### config.mk
export PLATFORM = sky130hd
export DESIGN_NAME = cache_arbiter_flat
export DESIGN_NICKNAME = d
export VERILOG_FILES = /design/src/rtl/cache_arb_pkg.sv /design/src/rtl/cache_arb_if.sv /design/src/rtl/cache_arbiter.sv /design/src/flat_wrapper.sv
export SDC_FILE = /design/constraint.sdc
export NUM_CORES = 1
export LEC_CHECK = 0
export ABC_AREA = 1
export ABC_CLOCK_PERIOD_IN_PS = 1400
export CELL_PAD_IN_SITES_DETAIL_PLACEMENT = 0
export CELL_PAD_IN_SITES_GLOBAL_PLACEMENT = 1
export CORE_AREA = 2 2 539 541
export CTS_CLUSTER_DIAMETER = 80
export DETAILED_ROUTE_END_ITERATION = 10
export DIE_AREA = 0 0 541 543
export GPL_ROUTABILITY_DRIVEN = 0
export MAX_ROUTING_LAYER = met4
export PLACE_DENSITY_LB_ADDON = 0.08
export SYNTH_ARGS = -nofsm -noshare
export SYNTH_HDL_FRONTEND = slang
export SYNTH_SLANG_ARGS = --single-unit
export TNS_END_PERCENT = 100
### constraint.sdc
create_clock -name clk -period 1.4 [get_ports clk]
set_input_delay 0.28 -clock clk [delete_from_list [all_inputs] [get_ports clk]]
set_output_delay 0.28 -clock clk [all_outputs]
set_load 0.1 [all_outputs]
### src/rtl/cache_arb_pkg.sv
// Shared types and default sizes for the cache arbiter.
// Optional build macro: CACHE_ARB_RR_EN (round-robin tie-break).
package cache_arb_pkg;

  localparam int ADDR_W = 32;
  localparam int LINE_W = 256;

  typedef enum logic [1:0] {
    IDLE    = 2'd0,
    SERVE_I = 2'd1,
    SERVE_D = 2'd2
  } arb_state_e;

  typedef enum logic {
    REQ_I = 1'b0,
    REQ_D = 1'b1
  } arb_req_e;

endpackage

### src/rtl/cache_arb_if.sv
// Bundle of the icache, dcache and memory line ports around the arbiter.
// Optional build macro affecting the arbiter: CACHE_ARB_RR_EN.
//
// Handshake: a requester raises read (or write) as a level and holds address,
// command and wdata stable until the cycle its resp is 1; resp is a one-cycle
// completion strobe that also qualifies rdata. The memory side follows the
// same rule: mem_read/mem_write stay high until the cycle mem_resp is 1.
interface cache_arb_if #(
  parameter int ADDR_W = cache_arb_pkg::ADDR_W,
  parameter int LINE_W = cache_arb_pkg::LINE_W
);

  logic [ADDR_W-1:0] i_pmem_address;
  logic              i_pmem_read;
  logic [LINE_W-1:0] i_pmem_rdata;
  logic              i_pmem_resp;

  logic [ADDR_W-1:0] d_pmem_address;
  logic              d_pmem_read;
  logic              d_pmem_write;
  logic [LINE_W-1:0] d_pmem_wdata;
  logic [LINE_W-1:0] d_pmem_rdata;
  logic              d_pmem_resp;

  logic [ADDR_W-1:0] mem_address;
  logic              mem_read;
  logic              mem_write;
  logic [LINE_W-1:0] mem_wdata;
  logic [LINE_W-1:0] mem_rdata;
  logic              mem_resp;

  // Arbiter side.
  modport slave (
    input  i_pmem_address, i_pmem_read,
    output i_pmem_rdata, i_pmem_resp,
    input  d_pmem_address, d_pmem_read, d_pmem_write, d_pmem_wdata,
    output d_pmem_rdata, d_pmem_resp,
    output mem_address, mem_read, mem_write, mem_wdata,
    input  mem_rdata, mem_resp
  );

  // Caches plus memory side.
  modport master (
    output i_pmem_address, i_pmem_read,
    input  i_pmem_rdata, i_pmem_resp,
    output d_pmem_address, d_pmem_read, d_pmem_write, d_pmem_wdata,
    input  d_pmem_rdata, d_pmem_resp,
    input  mem_address, mem_read, mem_write, mem_wdata,
    output mem_rdata, mem_resp
  );

endinterface

### src/rtl/cache_arbiter.sv
// Shares one line-granular memory port between the icache and the dcache.
// One line transaction is granted at a time; the response is routed only to
// the granted cache. Build macro CACHE_ARB_RR_EN selects round-robin on ties;
// without it the dcache always wins a tie.
module cache_arbiter #(
  parameter int ADDR_W = cache_arb_pkg::ADDR_W,
  parameter int LINE_W = cache_arb_pkg::LINE_W
) (
  input  logic                    clk,
  input  logic                    rst,
  cache_arb_if.slave              bus,
  output cache_arb_pkg::arb_state_e state_debug
);

  import cache_arb_pkg::*;

  arb_state_e state;
  arb_state_e state_next;
  arb_req_e   tie_winner;

  logic i_req;
  logic d_req;

  logic [ADDR_W-1:0] mem_address_c;
  logic [LINE_W-1:0] mem_wdata_c;
  logic              mem_read_c;
  logic              mem_write_c;
  logic              i_resp_c;
  logic              d_resp_c;

  assign i_req = bus.i_pmem_read;
  assign d_req = bus.d_pmem_read | bus.d_pmem_write;

`ifdef CACHE_ARB_RR_EN
  // Pointer names the requester that wins the next tie.
  arb_req_e rr_ptr;
  arb_req_e rr_ptr_next;

  assign tie_winner = rr_ptr;

  // Pointer register, reset to the icache.
  always_ff @(posedge clk) begin
    if (!rst) rr_ptr <= REQ_I;
    else      rr_ptr <= rr_ptr_next;
  end

  // On every grant the pointer moves to the requester that was not granted.
  always_comb begin
    rr_ptr_next = rr_ptr;
    if (state == IDLE) begin
      if (state_next == SERVE_I)      rr_ptr_next = REQ_D;
      else if (state_next == SERVE_D) rr_ptr_next = REQ_I;
    end
  end
`else
  assign tie_winner = REQ_D;
`endif

  // State register; reset returns to IDLE and discards any transaction.
  always_ff @(posedge clk) begin
    if (!rst) state <= IDLE;
    else      state <= state_next;
  end

  // Next state: grant from IDLE, release on mem_resp in a SERVE state.
  always_comb begin
    state_next = state;
    case (state)
      IDLE: begin
        if (i_req && d_req)
          state_next = (tie_winner == REQ_I) ? SERVE_I : SERVE_D;
        else if (d_req)
          state_next = SERVE_D;
        else if (i_req)
          state_next = SERVE_I;
      end
      SERVE_I, SERVE_D: begin
        if (bus.mem_resp) state_next = IDLE;
      end
      default: state_next = IDLE;
    endcase
  end

  // Output steering: forward the granted requester, gate resp to it only.
  always_comb begin
    mem_address_c = '0;
    mem_wdata_c   = '0;
    mem_read_c    = 1'b0;
    mem_write_c   = 1'b0;
    i_resp_c      = 1'b0;
    d_resp_c      = 1'b0;
    case (state)
      SERVE_I: begin
        mem_read_c    = 1'b1;
        mem_address_c = bus.i_pmem_address;
        i_resp_c      = bus.mem_resp;
      end
      SERVE_D: begin
        mem_read_c    = bus.d_pmem_read;
        mem_write_c   = bus.d_pmem_write;
        mem_address_c = bus.d_pmem_address;
        mem_wdata_c   = bus.d_pmem_wdata;
        d_resp_c      = bus.mem_resp;
      end
      default: ;
    endcase
  end

  assign bus.mem_address  = mem_address_c;
  assign bus.mem_wdata    = mem_wdata_c;
  assign bus.mem_read     = mem_read_c;
  assign bus.mem_write    = mem_write_c;
  assign bus.i_pmem_resp  = i_resp_c;
  assign bus.d_pmem_resp  = d_resp_c;

  // Read data fans out to both caches; only resp qualifies it.
  assign bus.i_pmem_rdata = bus.mem_rdata;
  assign bus.d_pmem_rdata = bus.mem_rdata;

  assign state_debug = state;

endmodule

### src/flat_wrapper.sv
// flat-port wrapper written by rule: the top's interface ports become plain ports
module cache_arbiter_flat import cache_arb_pkg::*;
#(
  parameter int ADDR_W = cache_arb_pkg::ADDR_W,
  parameter int LINE_W = cache_arb_pkg::LINE_W
)
  (clk, rst, state_debug, bus_i_pmem_address, bus_i_pmem_read, bus_i_pmem_rdata, bus_i_pmem_resp, bus_d_pmem_address, bus_d_pmem_read, bus_d_pmem_write, bus_d_pmem_wdata, bus_d_pmem_rdata, bus_d_pmem_resp, bus_mem_address, bus_mem_read, bus_mem_write, bus_mem_wdata, bus_mem_rdata, bus_mem_resp);
  cache_arb_if #(.ADDR_W(ADDR_W), .LINE_W(LINE_W)) bus_i ();
  input  logic clk;
  input  logic rst;
  output cache_arb_pkg::arb_state_e state_debug;
  input wire logic [$bits(bus_i.i_pmem_address)-1:0] bus_i_pmem_address;
  input wire logic [$bits(bus_i.i_pmem_read)-1:0] bus_i_pmem_read;
  output wire logic [$bits(bus_i.i_pmem_rdata)-1:0] bus_i_pmem_rdata;
  output wire logic [$bits(bus_i.i_pmem_resp)-1:0] bus_i_pmem_resp;
  input wire logic [$bits(bus_i.d_pmem_address)-1:0] bus_d_pmem_address;
  input wire logic [$bits(bus_i.d_pmem_read)-1:0] bus_d_pmem_read;
  input wire logic [$bits(bus_i.d_pmem_write)-1:0] bus_d_pmem_write;
  input wire logic [$bits(bus_i.d_pmem_wdata)-1:0] bus_d_pmem_wdata;
  output wire logic [$bits(bus_i.d_pmem_rdata)-1:0] bus_d_pmem_rdata;
  output wire logic [$bits(bus_i.d_pmem_resp)-1:0] bus_d_pmem_resp;
  output wire logic [$bits(bus_i.mem_address)-1:0] bus_mem_address;
  output wire logic [$bits(bus_i.mem_read)-1:0] bus_mem_read;
  output wire logic [$bits(bus_i.mem_write)-1:0] bus_mem_write;
  output wire logic [$bits(bus_i.mem_wdata)-1:0] bus_mem_wdata;
  input wire logic [$bits(bus_i.mem_rdata)-1:0] bus_mem_rdata;
  input wire logic [$bits(bus_i.mem_resp)-1:0] bus_mem_resp;
  assign bus_i.i_pmem_address = bus_i_pmem_address;
  assign bus_i.i_pmem_read = bus_i_pmem_read;
  assign bus_i_pmem_rdata = bus_i.i_pmem_rdata;
  assign bus_i_pmem_resp = bus_i.i_pmem_resp;
  assign bus_i.d_pmem_address = bus_d_pmem_address;
  assign bus_i.d_pmem_read = bus_d_pmem_read;
  assign bus_i.d_pmem_write = bus_d_pmem_write;
  assign bus_i.d_pmem_wdata = bus_d_pmem_wdata;
  assign bus_d_pmem_rdata = bus_i.d_pmem_rdata;
  assign bus_d_pmem_resp = bus_i.d_pmem_resp;
  assign bus_mem_address = bus_i.mem_address;
  assign bus_mem_read = bus_i.mem_read;
  assign bus_mem_write = bus_i.mem_write;
  assign bus_mem_wdata = bus_i.mem_wdata;
  assign bus_i.mem_rdata = bus_mem_rdata;
  assign bus_i.mem_resp = bus_mem_resp;
  cache_arbiter #(.ADDR_W(ADDR_W), .LINE_W(LINE_W)) u_core (.clk(clk), .rst(rst), .bus(bus_i), .state_debug(state_debug));
endmodule
==> results.cfg, run 1 <==
[drt]
via_count = 7981
drt-wirelength-per-cell_um = 23.6
ant_nets = 0
wirelength_um = 122000
drtPass1Iterations = 4
viasPerCell = 1.54
drt-initial-drc-count = 181
post-route-drc-count = 0

[finish]
nets = 1964
area_growth_syn_to_layout_pct = 209
instances_no_fill = 5166
largest_reg_flops = 2
mostFrequentLayoutCell = clkdlybuf4s50_1
multi_input_area_mm2 = 0.00236
nFillCells = 33600
regArea_um2 = 47.5
layout_common_cells = 325 x clkdlybuf4s50_1, 324 x buf_12, 258 x clkinvlp_4
drive_above_1_share = 0.630

[clock_tree]
clock_path_buffers = 2
cts_tree = built
worst_skew_pair.late_latency_ns = 0.22
cts.sinks = 2
ctsHtreeMaxLevel = 1
cts_hold_buffers = 0
ctsRootBufferMaster = clkbuf_16
path_clk_slew_ns = 0.03
numCtsBuffers = 3

[timing]
period_minus_slack_ns = 2.21
final-setup-viol-count = 294
fin_worst_skew_ns = 0.000291
tightest_slew_ns = 0.532
hold_viol = 0
rsz0062_at_grt = true
report.final.slew_viol_count = 0
post-route-period-util = 1.58
fmax_ghz = 0.452
maxSlewHeadroom = 0.644
layout_setup_ws_ns = -0.814

[run]
cap_violations = 0

[floorplan]
start_util = 0.0228
die-area_mm2 = 0.294
io_pins = 1388
rows = 197
die_h_um = 543
core_area_mm2 = 0.287
die_x_um = 541

[synth]
yosys_register_bits = 2
syn_avg_cell_area_um2 = 5.50
yosysWarnings = 0
syn-num-nets = 1775
seq_area_frac_synth = 0.00612
syn_area_mm2 = 0.00654
synth_cell_types = 10
syn-instance-count = 1190

[global_route]
grt_max_degree = 35
grt_pass1_wl_um = 140000
antenna_found_initial = 75
grt_overflow = 0
grtUsageTotal = 0.0792
grt_pass1_vias = 9079

[worst_setup_path]
end_kind = output pin
critical-path-slowest-cell = dfxtp_4
startpoint_type = flop
r2r_cells = 7
worst_ep_arrival_time_ns = 1.93
slowest_delay_ns = 0.38
worstPathCellList = inv_4 > buf_6 > ha_4 > inv_12 > buf_16 > a21oi_4 > buf_12
worst-setup-path-type = reg2out
worst_ep_required_time_ns = 1.12
worstPathMaxFanout = 7

[power]
powerDensity_mw_per_mm2 = 649
p_leak_nw = 5.44
power.total_w = 0.0131
vdd_drop_max_uv = 283

[min_path]
hold_depth = 0
hold_path.class = in2out

[placed_design]
dp.cells = 5111
portBuffers = 619
dpl.hpwl_um = 109000

[outcome]
status = finished with violations
violations = setup timing
==> final cells by class <==
class                      count  area share
tap                         3781       0.234
timing repair buffer         735       0.545
antenna                        8    0.000989
multi-input combinational    372       0.117
sequential                     2     0.00235
clock buffer                   3     0.00371
inverter                     265      0.0978
==> metrics by stage <==
step | setup WS [ns] | util | cell area [um2] | setup TNS, ns | hold WS (ns)
2_1_floorplan | -0.594 | - | 7970 | -154.88 | 0.402
3_3_place_gp | -0.819 | 0.0650 | 18700 | -154.01 | 0.561
3_5_place_dp | -0.771 | 0.0650 | 18700 | -142.37 | 0.561
4_1_cts | -0.824 | 0.0674 | 19400 | -204.77 | 0.561
5_1_grt | -0.825 | 0.0704 | 20200 | -217.42 | 0.560
6_report | -0.814 | 0.0704 | 20200 | -193.30 | 0.560
==> worst max-delay path: cells and delay by family, from the launching register on <==
kind	cells	cell delay, ns
AOI/OAI and AO/OA	1	0.33
adders and majority gates	1	0.31
buffers and inverters	5	0.64
DFF	1	0.38
==> cells in the mapped netlist <==
cell type	instances	area, um2
buf_2	34	170
inv_1	265	995
ha_1	3	37.5
nand2_1	329	1230
nor2_1	4	15.0
dfxtp_1	2	40.0
nand4_1	1	6.26
buf_1	3	11.3
a21oi_1	35	175
buf_4	514	3860
==> per-layer routing <==
layer,vias up,track usage,share of wire
met5,-,-,0
met4,0,0.00624,0.015
met3,235,0.0716,0.20
met2,1014,0.121,0.44
met1,3527,0.0768,0.35
li1,3205,-,-
==> report_power, final <==
| group | total, W | switching, W | leakage, nW | internal (W) |
|---|---|---|---|---|
| clock network | 0.000426 | 0.0000630 | 0.0370 | 0.000363 |
| logic | 0.0126 | 0.00802 | 5.39 | 0.00461 |
| registers | 0.0000700 | 0.00000804 | 0.0178 | 0.0000620 |
==> final timing paths <==
path                                      start                                  to  slack (ns)
max          u_core.state_debug[0]$_SDFFE_PN0P_                  bus_mem_address[9]       -0.81
min                          bus_mem_rdata[217]               bus_d_pmem_rdata[217]        0.56
max reg2reg  u_core.state_debug[0]$_SDFFE_PN0P_  u_core.state_debug[0]$_SDFFE_PN0P_        0.08
min reg2reg  u_core.state_debug[1]$_SDFFE_PN0P_  u_core.state_debug[1]$_SDFFE_PN0P_        0.64
==> logic make-up (layout without fill, tap and decap cells) <==
family | after synthesis | in the layout | synth area share
and+or+nand+nor | 334 | 334 | 0.192
AOI/OAI and AO/OA | 35 | 35 | 0.0268
adders and majority gates | 3 | 3 | 0.00574
other | 0 | 8 | 0
buffers and inverters | 816 | 1003 | 0.769
DFF | 2 | 2 | 0.00612
==> timing repair <==
action / CTS / global route
pin swaps: 9 / 18
gates cloned: 8 / 16
setup endpoints to repair: 294 / 294
setup buffers: 10 / 11
resized for setup: 84 / 129
Note: power is estimated with default switching activity, not from simulation.
==> inputs of run 2 (changes only) <==
--- a/config.mk
+++ b/config.mk
@@ -8,8 +8,8 @@
 export ABC_AREA = 1
 export ABC_CLOCK_PERIOD_IN_PS = 1400
+export CAP_MARGIN = 0
 export CELL_PAD_IN_SITES_DETAIL_PLACEMENT = 0
 export CELL_PAD_IN_SITES_GLOBAL_PLACEMENT = 1
 export CORE_AREA = 2 2 539 541
-export CTS_CLUSTER_DIAMETER = 80
 export DETAILED_ROUTE_END_ITERATION = 10
 export DIE_AREA = 0 0 541 543
==> constraint.sdc (replaced) <==
create_clock -name clk -period 1.4 [get_ports clk]
set_input_delay 0.42 -clock clk [delete_from_list [all_inputs] [get_ports clk]]
set_output_delay 0.42 -clock clk [all_outputs]
set_load 0.1 [all_outputs]
==> run 2 against run 1 <==
Net effect: the run still ends with setup timing left; die area stayed put; critical path depth is the same; non-clock buffer count rose by 37; first-iteration DRC count down 38%; largest cell class unchanged; combinational power is 13% higher; via count increased by 0.65%; register-to-register slack about the same; routed wire length decreased by 0.53%; sequential share of layout area about the same; worst setup slack worse by 0.13 ns; final cell count grew 0.66%; highest routed layer unchanged; clock skew is 0.0012 ns higher.
==> results.cfg, run 2 (synthesis gave the netlist of run 1 again) <==
[finish]
drive_above_1_share = 0.713
area_growth_syn_to_layout_pct = 244
nFillCells = 33400
nets = 2001
largest_reg_flops = 2
layout_common_cells = 352 x buf_12, 323 x clkdlybuf4s50_1, 258 x clkinvlp_4
multi_input_area_mm2 = 0.00376
mostFrequentLayoutCell = buf_12
regArea_um2 = 47.5

[timing]
fmax_ghz = 0.427
period_minus_slack_ns = 2.34
post-route-period-util = 1.67
hold_viol = 0
holdWs_ns = 0.658
fin_worst_skew_ns = 0.00149
rsz0062_at_grt = true
layout_setup_ws_ns = -0.941
maxSlewHeadroom = 0.702
final-setup-viol-count = 292
tightest_slew_ns = 0.446
report.final.slew_viol_count = 0

[power]
switchingPower_w = 0.00889
intPower_w = 0.00586
p_leak_nw = 6.87
clkPwrFrac = 0.030
sw_frac_of_total = 0.602
vdd_drop_max_uv = 259
powerDensity_mw_per_mm2 = 655
power.total_w = 0.0148
power_frac_seq = 0.005
combPwrFrac = 0.965

[clock_tree]
numCtsBuffers = 3
ctsHtreeMaxLevel = 1
worst_skew_pair.late_latency_ns = 0.23
cts.sinks = 2
ctsRootBufferMaster = clkbuf_16
cts_tree = built
clock_path_buffers = 2
cts_hold_buffers = 0
path_clk_slew_ns = 0.03

[placed_design]
dpl.hpwl_um = 106000
portBuffers = 619

[worst_setup_path]
crit_start = u_core.state_debug[0]$_SDFFE_PN0P_
worst-setup-path-type = reg2out
worstPathMaxFanout = 5
r2r_cells = 7
startpoint_type = flop
worst_ep_required_time_ns = 0.98
r2r_end = u_core.state_debug[0]$_SDFFE_PN0P_
end_kind = output pin
rrSetupSlack_ns = 0.07
reg2reg_from = u_core.state_debug[0]$_SDFFE_PN0P_
cp-endpoint = bus_mem_address[27]
worst_ep_arrival_time_ns = 1.92

[outcome]
violations = setup timing
status = finished with violations

[drt]
wirelength_um = 121000
drt-wirelength-per-cell_um = 23.3
post-route-drc-count = 0
wl_met2_um = 54100
drt-initial-drc-count = 113
viasPerCell = 1.54
maxUsedRoutingLayer = met4
drt-met1-wl_um = 39500
drtPass1Iterations = 4
wl_met3_um = 25800
via_count = 8033
ant_nets = 0

[min_path]
hold_path.class = reg2reg
hold_depth = 3

[floorplan]
die_h_um = 543
io_pins = 1388
start_util = 0.0228
die-area_mm2 = 0.294
core_area_mm2 = 0.287
die_x_um = 541
rows = 197

[global_route]
grt_overflow = 0
grt_max_degree = 23
grt_pass1_vias = 9291
grt_pass1_wl_um = 142000
grtUsageTotal = 0.0810
antenna_found_initial = 52

[run]
cap_violations = 0
-- run 2: cell count changes in the layout (fill, tap and decap cells not counted), sizes merged --
cell	previous run	this run
bufbuf	2	1
clkbuf	15	8
clkdlybuf4s50	325	323
dlygate4sd2	0	2
buf	396	441
diode	8	5
-- run 2: metrics by stage --
stage	cells	setup TNS, ns	worst slack [ns]	utilization	cell area, um2
6_report	5200	-232.09	-0.941	0.0784	22500
5_1_grt	5200	-254.94	-1.02	0.0784	22500
4_1_cts	5193	-255.50	-1.03	0.0771	22100
3_5_place_dp	5109	-169.49	-1.12	0.0650	18700
3_3_place_gp	5109	-175.81	-1.21	0.0650	18700
2_1_floorplan	1190	-195.76	-0.734	-	7970
-- run 2: timing repair --
item / in CTS / in global routing
gates cloned: 34 / 5
setup buffers: 53 / 13
resized for setup: 513 / 110
setup endpoints to repair: 294 / 294
pin swaps: 107 / 32
-- run 2: final cells by class --
class / instances / share of cell area
Tap cell: 3781 / 0.210
Sequential cell: 2 / 0.00211
Inverter: 265 / 0.0878
Antenna cell: 5 / 0.000555
Multi-Input combinational cell: 372 / 0.167
Timing Repair Buffer: 772 / 0.529
Clock buffer: 3 / 0.00333
-- run 2: power by group through the flow --
stage / sequential [W] / combinational [W] / clock (W)
2_1_floorplan: 0.000103 / 0.0129 / 0
3_3_place_gp: 0.0000699 / 0.0119 / 0
3_5_place_dp: 0.0000688 / 0.0118 / 0
4_1_cts: 0.0000690 / 0.0145 / 0.000447
5_1_grt: 0.0000697 / 0.0149 / 0.000460
6_report: 0.0000691 / 0.0142 / 0.000441
-- run 2: layer usage --
layer,vias to the layer above,GRT usage
met5,-,-
met4,0,0.00668
met3,201,0.0753
met2,1037,0.126
met1,3513,0.0754
li1,3282,-
-- run 2: worst min path at each step --
stage | from | endpoint
floorplan | rst | u_core.state_debug[0]$_SDFFE_PN0P_
global placement | u_core.state_debug[1]$_SDFFE_PN0P_ | u_core.state_debug[1]$_SDFFE_PN0P_
detailed placement | u_core.state_debug[1]$_SDFFE_PN0P_ | u_core.state_debug[1]$_SDFFE_PN0P_
CTS | u_core.state_debug[1]$_SDFFE_PN0P_ | u_core.state_debug[1]$_SDFFE_PN0P_
global route | u_core.state_debug[0]$_SDFFE_PN0P_ | u_core.state_debug[0]$_SDFFE_PN0P_
finish | u_core.state_debug[0]$_SDFFE_PN0P_ | u_core.state_debug[0]$_SDFFE_PN0P_
-- run 2: worst max-delay path: stages (launching register included) --
cell	delay (ns)
dfxtp_4	0.36
inv_4	0.04
buf_6	0.11
ha_4	0.31
inv_12	0.06
buf_16	0.16
a21oi_4	0.36
buf_12	0.24
